`src/rtl/rom_access_ctrl_if.sv`:
```
// CPU-side request/acknowledge bundle for the boot ROM front end.
// The master (CPU) drives the request fields; the slave (controller) returns data and status.
interface rom_access_ctrl_if;
    logic        req;
    logic [4:0]  page;
    logic [13:0] cpu_a;
    logic        flush;
    logic [7:0]  rdata;
    logic        ack;
    logic        busy;

    modport master (
        output req,
        output page,
        output cpu_a,
        output flush,
        input  rdata,
        input  ack,
        input  busy
    );

    modport slave (
        input  req,
        input  page,
        input  cpu_a,
        input  flush,
        output rdata,
        output ack,
        output busy
    );
endinterface

```
`src/rtl/rom_access_ctrl.sv`:
```
// Boot ROM read front end: forms the 19-bit ROM address from page/offset, times the chip
// enable for WAIT_CYC cycles and answers on a 4-phase req/ack, with a one-entry read cache.
module rom_access_ctrl #(
    parameter int WAIT_CYC = 3
) (
    input  logic               fclk,
    input  logic               rst,
    rom_access_ctrl_if.slave   cpu,
    output logic [18:0]        rom_addr,
    output logic               rom_ce_n,
    input  logic [7:0]         rom_data
);

    typedef enum logic [1:0] {
        IDLE   = 2'd0,
        ACCESS = 2'd1,
        DONE   = 2'd2
    } state_t;

    localparam logic [3:0] CNT_INIT = 4'(WAIT_CYC - 1);

    state_t      state_q, state_d;
    logic [3:0]  cnt_q, cnt_d;
    logic [18:0] rom_addr_q, rom_addr_d;
    logic        rom_ce_n_q, rom_ce_n_d;
    logic [7:0]  rdata_q, rdata_d;
    logic        ack_q, ack_d;
    logic        valid_q, valid_d;
    logic        poison_q, poison_d;
    logic [18:0] addr_q, addr_d;
    logic [18:0] cache_tag_q, cache_tag_d;
    logic [7:0]  cache_data_q, cache_data_d;

    logic [18:0] key;
    logic        hit;

    assign key = {cpu.page, cpu.cpu_a};
    // A flush arriving with the request forces a miss so stale data is never returned.
    assign hit = valid_q && (key == cache_tag_q) && !cpu.flush;

    always_comb begin
        state_d      = state_q;
        cnt_d        = cnt_q;
        rom_addr_d   = rom_addr_q;
        rom_ce_n_d   = rom_ce_n_q;
        rdata_d      = rdata_q;
        ack_d        = 1'b0;
        valid_d      = valid_q;
        poison_d     = poison_q;
        addr_d       = addr_q;
        cache_tag_d  = cache_tag_q;
        cache_data_d = cache_data_q;

        if (cpu.flush) begin
            valid_d = 1'b0;
        end

        unique case (state_q)
            IDLE: begin
                if (cpu.req) begin
                    addr_d = key;
                    if (hit) begin
                        rdata_d = cache_data_q;
                        ack_d   = 1'b1;
                        state_d = DONE;
                    end else begin
                        rom_addr_d = key;
                        rom_ce_n_d = 1'b0;
                        cnt_d      = CNT_INIT;
                        poison_d   = 1'b0;
                        state_d    = ACCESS;
                    end
                end
            end

            ACCESS: begin
                // Poison marks the in-flight fill as stale; it still completes and returns data.
                if (cpu.flush) begin
                    poison_d = 1'b1;
                end
                if (cnt_q == 4'd0) begin
                    rdata_d      = rom_data;
                    cache_data_d = rom_data;
                    cache_tag_d  = addr_q;
                    valid_d      = !(poison_q || cpu.flush);
                    rom_ce_n_d   = 1'b1;
                    ack_d        = cpu.req;
                    state_d      = cpu.req ? DONE : IDLE;
                end else begin
                    cnt_d = cnt_q - 4'd1;
                end
            end

            DONE: begin
                if (!cpu.req) begin
                    state_d = IDLE;
                end
            end

            default: begin
                state_d = IDLE;
            end
        endcase
    end

    always_ff @(posedge fclk or posedge rst) begin
        if (rst) begin
            state_q    <= IDLE;
            cnt_q      <= 4'd0;
            rom_addr_q <= 19'd0;
            rom_ce_n_q <= 1'b1;
            rdata_q    <= 8'd0;
            ack_q      <= 1'b0;
            valid_q    <= 1'b0;
            poison_q   <= 1'b0;
        end else begin
            state_q    <= state_d;
            cnt_q      <= cnt_d;
            rom_addr_q <= rom_addr_d;
            rom_ce_n_q <= rom_ce_n_d;
            rdata_q    <= rdata_d;
            ack_q      <= ack_d;
            valid_q    <= valid_d;
            poison_q   <= poison_d;
        end
    end

    // Tag/data storage is qualified by valid_q, so it needs no reset.
    always_ff @(posedge fclk) begin
        addr_q       <= addr_d;
        cache_tag_q  <= cache_tag_d;
        cache_data_q <= cache_data_d;
    end

    assign rom_addr  = rom_addr_q;
    assign rom_ce_n  = rom_ce_n_q;
    assign cpu.rdata = rdata_q;
    assign cpu.ack   = ack_q;
    assign cpu.busy  = (state_q != IDLE);

endmodule

```
`src/flat_wrapper.sv`:
```
// flat-port wrapper written by rule: the top's interface ports become plain ports
module rom_access_ctrl_flat 
#(
    parameter int WAIT_CYC = 3
)
  (fclk, rst, rom_addr, rom_ce_n, rom_data, cpu_req, cpu_page, cpu_cpu_a, cpu_flush, cpu_rdata, cpu_ack, cpu_busy);
  rom_access_ctrl_if cpu_i ();
  input  logic fclk;
  input  logic rst;
  output logic [18:0] rom_addr;
  output logic rom_ce_n;
  input  logic [7:0] rom_data;
  input wire logic [$bits(cpu_i.req)-1:0] cpu_req;
  input wire logic [$bits(cpu_i.page)-1:0] cpu_page;
  input wire logic [$bits(cpu_i.cpu_a)-1:0] cpu_cpu_a;
  input wire logic [$bits(cpu_i.flush)-1:0] cpu_flush;
  output wire logic [$bits(cpu_i.rdata)-1:0] cpu_rdata;
  output wire logic [$bits(cpu_i.ack)-1:0] cpu_ack;
  output wire logic [$bits(cpu_i.busy)-1:0] cpu_busy;
  assign cpu_i.req = cpu_req;
  assign cpu_i.page = cpu_page;
  assign cpu_i.cpu_a = cpu_cpu_a;
  assign cpu_i.flush = cpu_flush;
  assign cpu_rdata = cpu_i.rdata;
  assign cpu_ack = cpu_i.ack;
  assign cpu_busy = cpu_i.busy;
  rom_access_ctrl #(.WAIT_CYC(WAIT_CYC)) u_core (.fclk(fclk), .rst(rst), .cpu(cpu_i), .rom_addr(rom_addr), .rom_ce_n(rom_ce_n), .rom_data(rom_data));
endmodule
```
`config.mk`:
```
export PLATFORM = sky130hd
export DESIGN_NAME = rom_access_ctrl_flat
export DESIGN_NICKNAME = d
export VERILOG_FILES = /design/src/rtl/rom_access_ctrl_if.sv /design/src/rtl/rom_access_ctrl.sv /design/src/flat_wrapper.sv
export SDC_FILE = /design/constraint.sdc
export NUM_CORES = 1
export LEC_CHECK = 0
export ABC_AREA = 1
export BUFFER_PORTS_ARGS = -buffer_cell sky130_fd_sc_hd__buf_2
export CAP_MARGIN = 20
export CORE_ASPECT_RATIO = 2
export CORE_MARGIN = 3
export CORE_UTILIZATION = 25
export DETAILED_ROUTE_END_ITERATION = 16
export SETUP_SLACK_MARGIN = 0.05
export SYNTH_ARGS = -nofsm -noshare
export SYNTH_HDL_FRONTEND = slang
export SYNTH_SLANG_ARGS = --single-unit
export TNS_END_PERCENT = 5
```
`constraint.sdc`:
```
create_clock -name fclk -period 3.06 [get_ports fclk]
set_clock_uncertainty 0.05 [all_clocks]
set_input_delay 0.459 -clock fclk [delete_from_list [all_inputs] [get_ports fclk]]
set_output_delay 0.459 -clock fclk [all_outputs]
set_load 0.03 [all_outputs]
```
==> results.txt <==
outcome: finished, final reports clean
Final Hold Vio Count: 0
final setup fails: 0
FF-to-FF setup slack: 1.01 ns
Net Switching: 0.00183 W
Yosys warning total: 0
busiest grt layer: met2
Switching Share: 40.9%
Hold-fix buffers, CTS: 0
Post-synth EDFFs: 46
Slowest-stage cell, CP: nand3_2
crit share post-route: 66.9%
die height: 179 um
Starting DRT DRC Count: 106
relative slew slack: 66.8%
I/O pins: 61
Crit Path Class: flip-flop to flip-flop
Area Overhead vs Synth: 21.8%
setup TNS: 0 ns
sequential share of the synthesized area: 62.0%
remaining antenna violation count after routing: 0
share of layout cells above drive strength 1: 22.8%
Startpoint Class: flip-flop
GR Util met2: 20.9%
Final #Nets: 497
largest net degree at the start of global routing: 38
top_reg_cell synth: edfxtp_1
Residual DRC: 0
Reg area: 0.00231 sq mm
met1 usage: 12.7%
worst-case clock buffer depth: 2
DP Wirelength: 6670 um
Top cell by count, worst path: nor2_2
Worst Max-Slew Pin Slew: 0.497 ns
Core ar.: 0.0145 sq mm
clock transition at the registers of the reported paths: 0.07 ns
width of the chip: 92.3 um
CTS resizes: 0
Die Area: 0.0165 sq mm
Layout Cells excl Fill: 661
CTS buffer count: 9
row cnt: 62
Netlist cell types: 27
clock root buffer: clkbuf_16
Comb power frac: 37.9%
Slew Limit Fails: 0
CTS tree: yes
Vias: 2817
CTS Sinks: 83
antenna violations before repair: 0
sequential share of power: 39.6%
Multi-input gate area: 0.00117 sq mm
Post-Syn Instances: 395
Tot GR Track Use: 11.6%
asr flop ratio synth: 44.6%
Post-Syn Area: 0.00372 sq mm
Port Buffers: 60
syn_area_per_cell: 9.42 sq um
Max Cap Violations: 0
Pwr per Cell Area: 988 mW/mm^2
Setup crit start: u_core.cache_tag_q[11]$_DFFE_PP_
Crit Reg-Reg Startpoint: u_core.cache_tag_q[11]$_DFFE_PP_
GP Congestion: 0.771
largest fanout on the critical path: 22
Layout fillers: 1535
DR vias/cell: 4.26
Min-Delay Path Class: input port to asynchronous set/reset pin
cell-internal power: 0.00265 W
max incr delay on CP: 0.44 ns
flops & latches, synth: 83
Pleak: 2.23 nW
global-route wire length before repair: 14400 um
CTS HTree Levels: 3
Final Critical Period: 2.05 ns
# Post-CTS Setup Buffers: 0
Placement Cell Area: 0.00426 sq mm
Worst EP required: 3.28 ns
vias in the first global route: 2774
crit-path cells: xnor2_1 -> nand3_1 -> nor2_2 -> nand3_4 -> nand3_2 -> nand2_2 -> nor2_2
clock latency on the worst-skew pair: 0.34 ns
diode count: 0
CP arrival: 2.27 ns
CP Capture Type: flip-flop
Initial Utilization: 25.7%
Tot Pwr: 0.00448 W
Overflow after GRT: 0
Clk network pwr share: 22.5%
RSZ-0062 raised after global routing: false
VDD IR max: 335 uV
drt first pass iters: 4
FMAX: 488 MHz
design area: 0.00454 sq mm
Placed Cells incl. Taps: 645
WL per Instance: 13.6 um
global-route met3 utilization: 2.66%
final WL: 9010 um
Syn Nets: 428
power groups by stage:
stage / registers (W) / clock network [W] / logic, W
after global placement: 0.00178 / 0 / 0.00169
final: 0.00178 / 0.00101 / 0.00170
after global routing: 0.00182 / 0.00108 / 0.00190
after detailed placement: 0.00180 / 0 / 0.00172
after CTS: 0.00178 / 0.00104 / 0.00172
after floorplan: 0.00211 / 0 / 0.000871
sequential cells by signal, summed over array words and instances, names as in the netlist:
| name | count |
|---|---|
| u_core.cpu.ack | 1 |
| u_core.state_q | 2 |
| u_core.cache_tag_q | 19 |
| u_core.cache_data_q | 8 |
| u_core.rom_addr | 19 |
| u_core.poison_q | 1 |
| u_core.addr_q | 19 |
| u_core.valid_q | 1 |
| u_core.rom_ce_n | 1 |
| u_core.cnt_q | 4 |
| u_core.cpu.rdata | 8 |
through the flow:
step | utilization, % | hold WS, ns | setup slack, ns
finish | 31.3 | 0.182 | 1.01
global route | 31.3 | 0.234 | 0.865
CTS | 31.3 | 0.200 | 0.976
detailed placement | 29.4 | 0.355 | 0.776
global placement | 29.4 | 0.351 | 0.815
floorplan | - | 0.350 | 0.603
routing by layer:
layer | wire length, um | vias up
li1 | - | 1398
met1 | 3560 | 1333
met2 | 4870 | 69
met3 | 359 | 17
met4 | 221 | 0
met5 | 0 | -
cell usage after synthesis, types with 2 or more instances:
library cell	n	area, sq um
nand2_1	160	601
edfxtp_1	46	1380
inv_1	45	169
dfrtp_1	36	901
nor2_1	29	109
nand4_1	21	131
nand3_1	16	80.1
nor2_2	6	37.5
clkbuf_1	4	15.0
buf_2	3	15.0
buf_6	3	33.8
nand2_2	3	18.8
xnor2_1	3	26.3
ha_1	2	25.0
inv_2	2	7.51
nand2_4	2	22.5
nand3_2	2	20.0
nor2_4	2	22.5
or2_2	2	12.5
logic make-up (layout without fill, tap and decap cells):
| kind of cell | after synthesis | after routing | share of synthesized area, % |
|---|---|---|---|
| and+or+nand+nor | 246 | 246 | 29.3 |
| DFF | 83 | 83 | 62.0 |
| buffers and inverters | 57 | 131 | 6.45 |
| AOI/OAI and AO/OA | 4 | 4 | 0.874 |
| xor gates and xnor gates | 3 | 3 | 0.706 |
| adders and majority gates | 2 | 2 | 0.672 |
worst max-delay path: cells and delay by family, from the launching register on:
kind | cells | cell delay (ns)
DFF | 1 | 0.38
and+or+nand+nor | 6 | 1.25
xor gates and xnor gates | 1 | 0.29
area by class of cell:
type                    instances  area share (%)
flip-flops and latches         83            50.9
well taps                     192            5.30
clock buffers                   9            4.97
clock inverters                 7            1.13
inverters                      47            3.89
multi-input cells             255            25.9
repair buffers                 68            7.94
worst paths after layout:
path	end	cells past startpoint
min reg2reg	u_core.cache_tag_q[10]$_DFFE_PP_	0
max reg2reg	u_core.poison_q$_DFFE_PP0P_	7
min in group fclk	u_core.cache_data_q[4]$_DFFE_PP_	1
min	u_core.cnt_q[0]$_DFFE_PP0P_	3
max	u_core.poison_q$_DFFE_PP0P_	7
max in group asynchronous	u_core.rom_ce_n$_DFFE_PP1P_	3
placed cells by master, fill, tap and decap left out, types with 2 or more instances in the layout:
master,Yosys,final
buf_2,3,60
buf_4,0,8
clkbuf_16,0,9
clkinv_2,0,2
clkinvlp_4,0,2
dfrtp_1,36,36
edfxtp_1,46,46
ha_1,2,2
inv_1,45,45
inv_2,2,2
inv_6,0,3
nand2_1,160,160
nand2_2,3,3
nand2_4,2,2
nand3_1,16,16
nand3_2,2,2
nand4_1,21,21
nor2_1,29,29
nor2_2,6,6
nor2_4,2,2
or2_2,2,2
xnor2_1,3,3
(Power assumes the default switching activity.)
